<file path="config.mk">
export PLATFORM = sky130hd
export DESIGN_NAME = router_fsm_flat
export DESIGN_NICKNAME = d
export VERILOG_FILES = /design/src/rtl/router_fsm_if.sv /design/src/rtl/router_fsm.sv /design/src/flat_wrapper.sv
export SDC_FILE = /design/constraint.sdc
export NUM_CORES = 1
export LEC_CHECK = 0
export ABC_AREA = 1
export BUFFER_PORTS_ARGS = -buffer_cell sky130_fd_sc_hd__buf_2
export CAP_MARGIN = 20
export CORE_UTILIZATION = 49
export DETAILED_ROUTE_END_ITERATION = 8
export GPL_TIMING_DRIVEN = 0
export PLACE_DENSITY = 0.76
export SETUP_SLACK_MARGIN = 0.02
export SLEW_MARGIN = 20
export SYNTH_ARGS = -nofsm -noshare
export SYNTH_HDL_FRONTEND = slang
export SYNTH_SLANG_ARGS = --single-unit
</file>
<file path="constraint.sdc">
create_clock -name clock -period 2.1 [get_ports clock]
set_input_delay 0.315 -clock clock [delete_from_list [all_inputs] [get_ports clock]]
set_output_delay 0.315 -clock clock [all_outputs]
set_load 0.005 [all_outputs]
</file>
<file path="src/rtl/router_fsm_if.sv">
// Handshake bundle between the router input side, register block and FIFO array
// and the router_fsm packet sequencer.
interface router_fsm_if;
  logic       pkt_valid;
  logic [1:0] data_in;
  logic       fifo_full;
  logic       fifo_empty_0;
  logic       fifo_empty_1;
  logic       fifo_empty_2;
  logic       soft_reset_0;
  logic       soft_reset_1;
  logic       soft_reset_2;
  logic       parity_done;
  logic       low_pkt_valid;
  logic       detect_add;
  logic       lfd_state;
  logic       ld_state;
  logic       laf_state;
  logic       full_state;
  logic       rst_int_reg;
  logic       write_enb_reg;
  logic       busy;

  modport master (
    output pkt_valid, data_in, fifo_full,
    output fifo_empty_0, fifo_empty_1, fifo_empty_2,
    output soft_reset_0, soft_reset_1, soft_reset_2,
    output parity_done, low_pkt_valid,
    input  detect_add, lfd_state, ld_state, laf_state, full_state,
    input  rst_int_reg, write_enb_reg, busy
  );

  modport slave (
    input  pkt_valid, data_in, fifo_full,
    input  fifo_empty_0, fifo_empty_1, fifo_empty_2,
    input  soft_reset_0, soft_reset_1, soft_reset_2,
    input  parity_done, low_pkt_valid,
    output detect_add, lfd_state, ld_state, laf_state, full_state,
    output rst_int_reg, write_enb_reg, busy
  );
endinterface

</file>
<file path="src/rtl/router_fsm.sv">
// Packet-sequencing controller for the router input side (header decode, FIFO
// wait, load, full stall, parity). Define ROUTER_FSM_ADDR_CHECK_EN to drop packets to address 3.
module router_fsm (
  input  logic        clock,
  input  logic        resetn,
  router_fsm_if.slave bus
);

`ifdef ROUTER_FSM_ADDR_CHECK_EN
  localparam int unsigned STATE_W = 4;
`else
  localparam int unsigned STATE_W = 3;
`endif

  typedef enum logic [STATE_W-1:0] {
    DECODE_ADDRESS,
    WAIT_TILL_EMPTY,
    LOAD_FIRST_DATA,
    LOAD_DATA,
    FIFO_FULL_STATE,
    LOAD_AFTER_FULL,
    LOAD_PARITY,
    CHECK_PARITY_ERROR
`ifdef ROUTER_FSM_ADDR_CHECK_EN
    , DROP_PACKET
`endif
  } state_t;

  // Output vector order: detect, lfd, ld, laf, full, rst_int, write_enb, busy
  localparam logic [7:0] OUT_DA   = 8'b1000_0000;
  localparam logic [7:0] OUT_WTE  = 8'b0000_0001;
  localparam logic [7:0] OUT_LFD  = 8'b0100_0001;
  localparam logic [7:0] OUT_LD   = 8'b0010_0010;
  localparam logic [7:0] OUT_FULL = 8'b0000_1001;
  localparam logic [7:0] OUT_LAF  = 8'b0001_0011;
  localparam logic [7:0] OUT_LP   = 8'b0000_0011;
  localparam logic [7:0] OUT_CPE  = 8'b0000_0101;

  state_t     state_r;
  state_t     next_s;
  logic [1:0] addr_q;
  logic       ignore_r;
  logic [7:0] out_r;
  logic       empty_hdr_s;
  logic       empty_sel_s;
  logic       soft_sel_s;
  logic       addr_ok_s;

  function automatic logic pick(input logic [1:0] sel, input logic f0,
                                input logic f1, input logic f2);
    case (sel)
      2'd0:    pick = f0;
      2'd1:    pick = f1;
      2'd2:    pick = f2;
      default: pick = 1'b0;
    endcase
  endfunction

  function automatic logic [7:0] decode(input state_t s);
    case (s)
      DECODE_ADDRESS:     decode = OUT_DA;
      WAIT_TILL_EMPTY:    decode = OUT_WTE;
      LOAD_FIRST_DATA:    decode = OUT_LFD;
      LOAD_DATA:          decode = OUT_LD;
      FIFO_FULL_STATE:    decode = OUT_FULL;
      LOAD_AFTER_FULL:    decode = OUT_LAF;
      LOAD_PARITY:        decode = OUT_LP;
      CHECK_PARITY_ERROR: decode = OUT_CPE;
      default:            decode = OUT_WTE;
    endcase
  endfunction

  assign empty_hdr_s = pick(bus.data_in, bus.fifo_empty_0, bus.fifo_empty_1, bus.fifo_empty_2);
  assign empty_sel_s = pick(addr_q, bus.fifo_empty_0, bus.fifo_empty_1, bus.fifo_empty_2);
  assign soft_sel_s  = pick(addr_q, bus.soft_reset_0, bus.soft_reset_1, bus.soft_reset_2);
  assign addr_ok_s   = (bus.data_in != 2'b11);

  // Next-state selection; a soft reset of the selected FIFO abandons the packet
  always_comb begin
    next_s = state_r;
    if ((state_r != DECODE_ADDRESS) && soft_sel_s) begin
      next_s = DECODE_ADDRESS;
    end else begin
      case (state_r)
        DECODE_ADDRESS: begin
          if (bus.pkt_valid && addr_ok_s && !ignore_r) begin
            next_s = empty_hdr_s ? LOAD_FIRST_DATA : WAIT_TILL_EMPTY;
`ifdef ROUTER_FSM_ADDR_CHECK_EN
          end else if (bus.pkt_valid && !addr_ok_s) begin
            next_s = DROP_PACKET;
`endif
          end else begin
            next_s = DECODE_ADDRESS;
          end
        end
        WAIT_TILL_EMPTY: next_s = empty_sel_s ? LOAD_FIRST_DATA : WAIT_TILL_EMPTY;
        LOAD_FIRST_DATA: next_s = LOAD_DATA;
        LOAD_DATA: begin
          if (bus.fifo_full)       next_s = FIFO_FULL_STATE;
          else if (!bus.pkt_valid) next_s = LOAD_PARITY;
          else                     next_s = LOAD_DATA;
        end
        FIFO_FULL_STATE: next_s = bus.fifo_full ? FIFO_FULL_STATE : LOAD_AFTER_FULL;
        LOAD_AFTER_FULL: begin
          if (bus.parity_done)        next_s = DECODE_ADDRESS;
          else if (bus.low_pkt_valid) next_s = LOAD_PARITY;
          else                        next_s = LOAD_DATA;
        end
        LOAD_PARITY:        next_s = CHECK_PARITY_ERROR;
        CHECK_PARITY_ERROR: next_s = bus.fifo_full ? FIFO_FULL_STATE : DECODE_ADDRESS;
`ifdef ROUTER_FSM_ADDR_CHECK_EN
        DROP_PACKET:        next_s = bus.pkt_valid ? DROP_PACKET : DECODE_ADDRESS;
`endif
        default:            next_s = DECODE_ADDRESS;
      endcase
    end
  end

  // State, captured address and outputs; outputs are registered from the
  // next-state decode so they always match the state register
  always_ff @(posedge clock) begin
    if (!resetn) begin
      state_r  <= DECODE_ADDRESS;
      addr_q   <= 2'b00;
      ignore_r <= 1'b0;
      out_r    <= OUT_DA;
    end else begin
      state_r <= next_s;
      out_r   <= decode(next_s);
      if ((state_r == DECODE_ADDRESS) && (next_s != DECODE_ADDRESS)) begin
        addr_q <= bus.data_in;
      end else begin
        addr_q <= addr_q;
      end
`ifdef ROUTER_FSM_ADDR_CHECK_EN
      ignore_r <= 1'b0;
`else
      // Bytes following an invalid header must not be mistaken for a header
      if (!bus.pkt_valid) begin
        ignore_r <= 1'b0;
      end else if ((state_r == DECODE_ADDRESS) && !addr_ok_s) begin
        ignore_r <= 1'b1;
      end else begin
        ignore_r <= ignore_r;
      end
`endif
    end
  end

  assign bus.detect_add    = out_r[7];
  assign bus.lfd_state     = out_r[6];
  assign bus.ld_state      = out_r[5];
  assign bus.laf_state     = out_r[4];
  assign bus.full_state    = out_r[3];
  assign bus.rst_int_reg   = out_r[2];
  assign bus.write_enb_reg = out_r[1];
  assign bus.busy          = out_r[0];

endmodule

</file>
<file path="src/flat_wrapper.sv">
// flat-port wrapper written by rule: the top's interface ports become plain ports
module router_fsm_flat 
  (clock, resetn, bus_pkt_valid, bus_data_in, bus_fifo_full, bus_fifo_empty_0, bus_fifo_empty_1, bus_fifo_empty_2, bus_soft_reset_0, bus_soft_reset_1, bus_soft_reset_2, bus_parity_done, bus_low_pkt_valid, bus_detect_add, bus_lfd_state, bus_ld_state, bus_laf_state, bus_full_state, bus_rst_int_reg, bus_write_enb_reg, bus_busy);
  router_fsm_if bus_i ();
  input  logic clock;
  input  logic resetn;
  input wire logic [$bits(bus_i.pkt_valid)-1:0] bus_pkt_valid;
  input wire logic [$bits(bus_i.data_in)-1:0] bus_data_in;
  input wire logic [$bits(bus_i.fifo_full)-1:0] bus_fifo_full;
  input wire logic [$bits(bus_i.fifo_empty_0)-1:0] bus_fifo_empty_0;
  input wire logic [$bits(bus_i.fifo_empty_1)-1:0] bus_fifo_empty_1;
  input wire logic [$bits(bus_i.fifo_empty_2)-1:0] bus_fifo_empty_2;
  input wire logic [$bits(bus_i.soft_reset_0)-1:0] bus_soft_reset_0;
  input wire logic [$bits(bus_i.soft_reset_1)-1:0] bus_soft_reset_1;
  input wire logic [$bits(bus_i.soft_reset_2)-1:0] bus_soft_reset_2;
  input wire logic [$bits(bus_i.parity_done)-1:0] bus_parity_done;
  input wire logic [$bits(bus_i.low_pkt_valid)-1:0] bus_low_pkt_valid;
  output wire logic [$bits(bus_i.detect_add)-1:0] bus_detect_add;
  output wire logic [$bits(bus_i.lfd_state)-1:0] bus_lfd_state;
  output wire logic [$bits(bus_i.ld_state)-1:0] bus_ld_state;
  output wire logic [$bits(bus_i.laf_state)-1:0] bus_laf_state;
  output wire logic [$bits(bus_i.full_state)-1:0] bus_full_state;
  output wire logic [$bits(bus_i.rst_int_reg)-1:0] bus_rst_int_reg;
  output wire logic [$bits(bus_i.write_enb_reg)-1:0] bus_write_enb_reg;
  output wire logic [$bits(bus_i.busy)-1:0] bus_busy;
  assign bus_i.pkt_valid = bus_pkt_valid;
  assign bus_i.data_in = bus_data_in;
  assign bus_i.fifo_full = bus_fifo_full;
  assign bus_i.fifo_empty_0 = bus_fifo_empty_0;
  assign bus_i.fifo_empty_1 = bus_fifo_empty_1;
  assign bus_i.fifo_empty_2 = bus_fifo_empty_2;
  assign bus_i.soft_reset_0 = bus_soft_reset_0;
  assign bus_i.soft_reset_1 = bus_soft_reset_1;
  assign bus_i.soft_reset_2 = bus_soft_reset_2;
  assign bus_i.parity_done = bus_parity_done;
  assign bus_i.low_pkt_valid = bus_low_pkt_valid;
  assign bus_detect_add = bus_i.detect_add;
  assign bus_lfd_state = bus_i.lfd_state;
  assign bus_ld_state = bus_i.ld_state;
  assign bus_laf_state = bus_i.laf_state;
  assign bus_full_state = bus_i.full_state;
  assign bus_rst_int_reg = bus_i.rst_int_reg;
  assign bus_write_enb_reg = bus_i.write_enb_reg;
  assign bus_busy = bus_i.busy;
  router_fsm u_core (.clock(clock), .resetn(resetn), .bus(bus_i));
endmodule
</file>
==> summary.md, run 1 <==
## Yosys
* **register area share after synthesis** 0.360
* **number of flops mapped to enable cells by yosys** 0
* **post-synth top area share** 0.360
* **number of warnings printed during yosys synthesis** 0
* **largest cells by area after synthesis** dfxtp_1 36%, nand2_1 12%, nand3_1 9.6%, nor2_1 7.2%, inv_1 6.8%
* **commonest register cell after synthesis** dfxtp_1
* **Cell variety after synth** 18
* **Synth async-reset ratio** 0
* **number of standard cells after synthesis** 113
* **Avg Cell Area, Syn** 6.89 sq um
* **area leader, netlist** dfxtp_1
* **library cell with the highest instance count after synthesis** nand2_1
* **top cells by count, synth** 24 x nand2_1, 15 x nand3_1, 15 x nor2_1
* **cell area after technology mapping** 778 sq um
* **syn nets** 129
* **Seq cells post-synth** 14

## Timing
* **Relative slew margins** 0.825
* **max-slew violation total from the final report** 0
* **Total Neg Setup Slack** 0 ns
* **final period utilization** 0.843
* **clock period minus worst slack** 1.77 ns
* **RSZ-0062 raised after global routing** no
* **count of final hold-check violations** 0
* **Max Clk Rate** 0.565 GHz
* **endpoints failing setup** 0
* **slew of the pin with the lowest slew margin** 0.262 ns
* **post-route clock skew** 0.0106 ns

## Power and ir drop
* **internal power summed over all cells** 678 uW
* **leakage component of the power** 0.539 nW
* **Clock Power Share** 0.155
* **net switching power of the design** 586 uW
* **Peak VDD IR** 0.969 mV
* **switching portion of total power** 0.464
* **Comb power frac** 0.532
* **fraction of power consumed by sequential logic** 0.313
* **power density over the cells** 1340 mW/mm^2

## Die
* **I/O pin count** 22
* **effective utilization at floorplan** 0.523
* **DIE HEIGHT** 41.9 microns
* **die width** 41.9 microns
* **placeable core region** 0.00149 sq mm
* **die outline area** 0.00175 sq mm
* **floorplan row count** 14

## Clock tree
* **number of clock sinks** 14
* **number of hold buffers added after cts** 0
* **TritonCTS clock tree** yes
* **clock-pin slew reported for the worst setup and hold paths after clock tree synthesis** 0.09 ns
* **post-cts repair resize count** 0
* **buffers inserted by post-CTS timing repair** 0
* **later-pin clock latency in the skew report** 0.29 ns
* **total number of H-tree levels** 1
* **Num CTS Buffers** 3
* **Root Buffer Master** clkbuf_4
* **Bufs on Longest Clock Path** 2

## Critical path
* **largest driver fanout on the critical path** 5
* **number of gates on the worst path with buffers counted** 12
* **gate family responsible for the most delay along the worst path** simple AND/OR/NAND/NOR gates
* **length in cells of the worst reg-to-reg path** 12
* **highest cell delay on the worst timing path** 0.44 ns
* **type of element launching the critical path** register
* **setup slack of the worst register-to-register path** 0.33 ns
* **class of the most critical setup path** reg -> reg
* **arrival time reported for the critical path endpoint** 1.96 ns
* **required time at the endpoint of the critical path** 2.29 ns
* **Crit Reg-Reg Startpoint** u_core.state_r[0]
* **most used cell, CP** nand2_1
* **Critical Path End Type** register
* **cell with the biggest individual delay on the critical path** dfxtp_1
* **capture point of the critical path** u_core.addr_q[0]
* **r2r endpoint** u_core.addr_q[0]
* **source of the critical timing path** u_core.state_r[0]
* **worst path cell trace** inv_2, nor2_2, nand3_1, nand2_1, nor2_1, nand2_1, nand3_2, ha_1, inv_1, nand2_1, o21ai_0, a21oi_1
* **sum of buffers and inverters on the critical path** 2

## Hold path
* **Hold Path Stages** 2
* **worst min-delay path class** in -> reg

## GRT
* **first-pass GRT wire length** 2.77 mm
* **via count of the first global-routing pass** 696
* **largest net degree at the start of global routing** 9
* **overall routing resource usage** 0.209
* **total overflow reported by the global router** 0
* **antenna violations before repair** 0

## Detailed routing
* **1st-iter DRT viols** 12
* **total via count after detailed routing** 772
* **antenna-violating nets left** 0
* **vias per cell** 5.01
* **DRC violations left** 0
* **average detailed-routed wire length per instance** 10.8 microns
* **router iterations before antenna repair** 4
* **wirelength, routed** 1.67 mm

## Cells and area
* **Filler cells** 138
* **fraction of final layout cells with drive strength greater than 1** 0.290
* **Syn-to-layout area delta** 20.7%
* **number of antenna cells inserted** 0
* **sequential cell area** 280 sq um
* **number of nets in the layout** 155
* **fin cells** 154
* **area of combinational cells with multiple inputs** 434 sq um

## Run
* **number of maximum-capacitance violations** 0

## Placed design
* **final estimated routing congestion in global placement** 0.819
* **post-placement cell count** 150
* **DP HPWL** 1.26 mm
* **port bufs** 21

## Outcome
* **outcome** finished, final reports clean

area by class of cell:
type	count	share of cell area
Tap cell	16	0.0213
Clock buffer	4	0.0386
Timing Repair Buffer	21	0.112
Sequential cell	14	0.298
Inverter	17	0.0679
Multi-Input combinational cell	82	0.462
flip-flops by register name (all words and copies together), names as in the netlist:
signal / count
u_core.state_r: 3
u_core.addr_q: 2
u_core.ignore_r: 1
u_core.out_r: 8
through the flow:
stage | setup slack (ns) | utilization | hold slack, ns | instance area (sq um) | total power, mW
6_report | 0.330 | 0.631 | 0.291 | 940 | 1.26
5_1_grt | 0.133 | 0.631 | 0.268 | 940 | 1.38
4_1_cts | 0.343 | 0.631 | 0.275 | 940 | 1.27
3_5_place_dp | 0.394 | 0.607 | 0.464 | 903 | 1.04
3_3_place_gp | 0.433 | 0.607 | 0.458 | 903 | 1.02
2_1_floorplan | 0.577 | - | 0.395 | 778 | 0.896
placed cells by master, fill, tap and decap left out:
cell,count
nor2_8,1
nand2_4,2
nor2_1,15
o21ai_0,2
a211oi_1,1
nor3_1,1
dfxtp_1,14
buf_2,21
nand3_1,15
nand2_2,4
ha_1,2
nand3_2,3
inv_1,14
a21oi_1,3
clkbuf_4,3
clkbuf_8,1
nand4_1,4
o21ai_1,3
inv_2,3
nor2_2,2
nand2_1,24
kinds of logic (layout without fill, tap and decap cells):
| kind of cell | after synthesis | count (layout) | synth area share |
|---|---|---|---|
| AND/OR/NAND/NOR | 71 | 71 | 0.465 |
| buffers and inverters | 17 | 42 | 0.0820 |
| flip-flops | 14 | 14 | 0.360 |
| AO/OA/AOI/OAI | 9 | 9 | 0.0611 |
| adder cells (fa/ha/maj) | 2 | 2 | 0.0321 |
worst min path at each step:
stage,endpoint,startpoint
finish,u_core.out_r[7],resetn
global route,u_core.out_r[7],resetn
floorplan,u_core.out_r[7],resetn
CTS,u_core.out_r[7],resetn
detailed placement,u_core.ignore_r,u_core.ignore_r
global placement,u_core.ignore_r,u_core.ignore_r
metal layers:
layer  global-route usage  vias up  wire length (microns)  part of all wire
li1                     -      413                      -                 -
met1                0.245      335                    761              0.46
met2                0.363       19                    818              0.49
met3               0.0261        5                     46             0.028
met4                0.116        0                     42             0.025
met5                    0        -                      0                 0
power groups by stage:
stage | Clock (mW) | Combinational, mW | Sequential, mW
after floorplan | 0 | 0.499 | 0.396
after global placement | 0 | 0.626 | 0.397
after detailed placement | 0 | 0.645 | 0.400
after CTS | 0.200 | 0.673 | 0.395
after global routing | 0.217 | 0.761 | 0.405
final | 0.196 | 0.672 | 0.396
(Power assumes the default switching activity.)
==> run 2, diff against run 1 <==
- ABC_AREA: 1 -> 0
- CORE_UTILIZATION: 49 -> 48
- PLACE_DENSITY: 0.76 -> 0.75
- clock period: 2.1 -> 1.78 ns (I/O delays scaled with it)
==> run 2 against run 1 <==
Compared with the run above:
- the flow now finishes with violations (negative setup slack)
- clock power grew 13%
- design area grew 23%
- wire length grew 39%
- first-iteration DRC count shrank 17%
- sequential cell count is the same
- critical path depth shrank 3
- global-route usage grew 3.1 points
- worst hold slack lost 0.030 ns
- critical endpoint unchanged
- highest routed layer unchanged
==> summary.md, run 2 <==
## Outcome
* **outcome** complete, but fails checks
* **violations in the final reports** negative setup slack

## Critical path
* **Critical Path End Type** register
* **arrival time reported for the critical path endpoint** 2.22 ns, +0.26 ns
* **class of the most critical setup path** reg -> reg
* **largest driver fanout on the critical path** 7, +2
* **type of element launching the critical path** register
* **required time at the endpoint of the critical path** 1.94 ns, -0.35 ns
* **length in cells of the worst reg-to-reg path** 9, -3

## Yosys
* **number of flops mapped to enable cells by yosys** 0, unchanged
* **register area share after synthesis** 0.385, +0.0248
* **Synth async-reset ratio** 0, unchanged
* **number of warnings printed during yosys synthesis** 0, unchanged
* **largest cells by area after synthesis** dfxtp_1 38%, mux2i_1 6.9%, a32oi_4 3.8%, ha_1 3.4%, nor2b_1 3.4%
* **Seq cells post-synth** 14, unchanged
* **cell area after technology mapping** 728 sq um, -6.4%
* **area leader, netlist** dfxtp_1
* **Avg Cell Area, Syn** 9.10 sq um, +32%
* **commonest register cell after synthesis** dfxtp_1
* **post-synth top area share** 0.385, +0.0248
* **library cell with the highest instance count after synthesis** dfxtp_1
* **number of standard cells after synthesis** 80, -29%
* **Cell variety after synth** 32, +14
* **top cells by count, synth** 14 x dfxtp_1, 6 x inv_1, 6 x nor2_1
* **syn nets** 96, -26%

## Clock tree
* **number of clock sinks** 14, unchanged
* **clock-pin slew reported for the worst setup and hold paths after clock tree synthesis** 0.08 ns, about the same
* **TritonCTS clock tree** yes
* **Bufs on Longest Clock Path** 2, unchanged
* **number of hold buffers added after cts** 0, unchanged
* **later-pin clock latency in the skew report** 0.27 ns, -0.02 ns
* **Num CTS Buffers** 3, unchanged
* **total number of H-tree levels** 1, unchanged
* **Root Buffer Master** clkbuf_4

## Die
* **DIE HEIGHT** 41.0 microns, -2.2%
* **placeable core region** 0.00135 sq mm, -9.3%
* **floorplan row count** 13, -1
* **effective utilization at floorplan** 0.539, +0.0167
* **die outline area** 0.00168 sq mm, -4.3%
* **I/O pin count** 22, unchanged
* **die width** 41.0 microns, -2.2%

## GRT
* **antenna violations before repair** 0, unchanged
* **largest net degree at the start of global routing** 11, +2
* **via count of the first global-routing pass** 609, -13%
* **total overflow reported by the global router** 0, unchanged
* **first-pass GRT wire length** 2.53 mm, -8.9%
* **overall routing resource usage** 0.239, +0.0305

## Power and ir drop
* **Peak VDD IR** 0.554 mV, -43%
* **power density over the cells** 752 mW/mm^2, -44%
* **power consumption** 871 uW, -31%
* **leakage component of the power** 0.487 nW, -9.6%

## Placed design
* **post-placement cell count** 116, -23%
* **port bufs** 21, unchanged
* **final estimated routing congestion in global placement** 0.658, -20%
* **cell area after placement** 906 sq um, +0.28%
* **DP HPWL** 1.10 mm, -13%
* **worst setup timing slack at the placement stage** -0.323 ns, -0.716 ns

## Cells and area
* **number of antenna cells inserted** 0, unchanged
* **Syn-to-layout area delta** 59.1%
* **leading cell type in the layout, fill and taps excluded** buf_2
* **post-route cell area** 0.00116 sq mm, +23%
* **fin cells** 135, -12%
* **number of nets in the layout** 137, -12%
* **register containing the most flip-flops in the final layout** u_core.out_r
* **number of flip-flops in the largest register** 8, unchanged
* **final design utilization** 0.858, +0.227
* **Top Registers** u_core.out_r: 8 flops, u_core.state_r: 3 flops, u_core.addr_q: 2 flops
* **most used cells in the layout excluding fill and tap cells** 21 x buf_2, 11 x buf_4, 10 x dfxtp_1
* **fraction of final layout cells with drive strength greater than 1** 0.550, +0.260

## Timing
* **clock period minus worst slack** 2.06 ns, +0.286 ns
* **Total Neg Setup Slack** -0.689 ns, -0.689 ns
* **max-slew violation total from the final report** 0, unchanged
* **post-route clock skew** 0.000430 ns, -0.0101 ns
* **slew of the pin with the lowest slew margin** 0.370 ns, +0.108 ns
* **count of final hold-check violations** 0, unchanged
* **hold slack** 0.262 ns, -0.0296 ns
* **RSZ-0062 raised after global routing** yes
* **final period utilization** 1.15, +0.312
* **Max Clk Rate** 0.486 GHz, -14%
* **Relative slew margins** 0.751, -0.0743
* **endpoints failing setup** 5, +5
* **final worst slack** -0.276 ns, -0.606 ns

## Detailed routing
* **wirelength, routed** 2.33 mm, +39%
* **total via count after detailed routing** 780, +1.0%
* **vias per cell** 5.78, +15%
* **DRC violations left** 0, unchanged
* **average detailed-routed wire length per instance** 17.2 microns, +59%
* **antenna-violating nets left** 0, unchanged
* **1st-iter DRT viols** 10, -2
* **router iterations before antenna repair** 4, unchanged

## Hold path
* **Hold Path Stages** 3, +1
* **worst min-delay path class** in -> reg

## Run
* **number of maximum-capacitance violations** 0, unchanged

[run 2: power by group]
| group | switching (mW) | internal (mW) | total [mW] |
|---|---|---|---|
| clock network | 0.0963 | 0.124 | 0.221 |
| logic | 0.142 | 0.153 | 0.295 |
| registers | 0.0232 | 0.332 | 0.355 |
[run 2: routing by layer]
layer,up-vias,GRT usage,wire length (microns),share of wire
met1,374,0.279,912,0.39
met5,-,0,0,0
met4,0,0.125,38,0.016
met2,29,0.430,1260,0.54
met3,6,0.0163,117,0.050
li1,371,-,-,-
[run 2: cell type report]
type	instances	area, sq um
plain buffers	2	18.8
fillers	77	191
flip-flops and latches	14	290
well taps	15	18.8
inverters	7	28.8
repair buffers	36	233
clock buffers	4	36.3
multi-input cells	57	533
[run 2: worst max-delay path, stage by stage, from the launching register on]
cell      delay [ns]
dfxtp_1         0.55
nor2_4          0.08
a21oi_2         0.16
o211ai_1        0.16
a32oi_4         0.29
inv_2           0.07
ha_4            0.18
nor2_4          0.13
mux2i_1         0.24
nor2b_1         0.07
[run 2: what timing repair did]
action	in CTS	in global routing
resized for setup	14	12
setup buffers	11	4
pin swaps	7	7
setup endpoints to repair	9	8
[run 2: cell families after synthesis]
| kind of cell | synth area share |
|---|---|
| buf+inv | 0.0464 |
| mux | 0.0687 |
| compound gates | 0.194 |
| flops | 0.385 |
| simple gates | 0.271 |
| fa+ha+maj | 0.0344 |
[run 2: final timing paths]
kind         slack (ns)        startpoint          endpoint
max               -0.28  u_core.addr_q[1]  u_core.addr_q[0]
min                0.26     bus_pkt_valid   u_core.ignore_r
max reg2reg       -0.28  u_core.addr_q[1]  u_core.addr_q[0]
min reg2reg        0.52   u_core.ignore_r   u_core.ignore_r
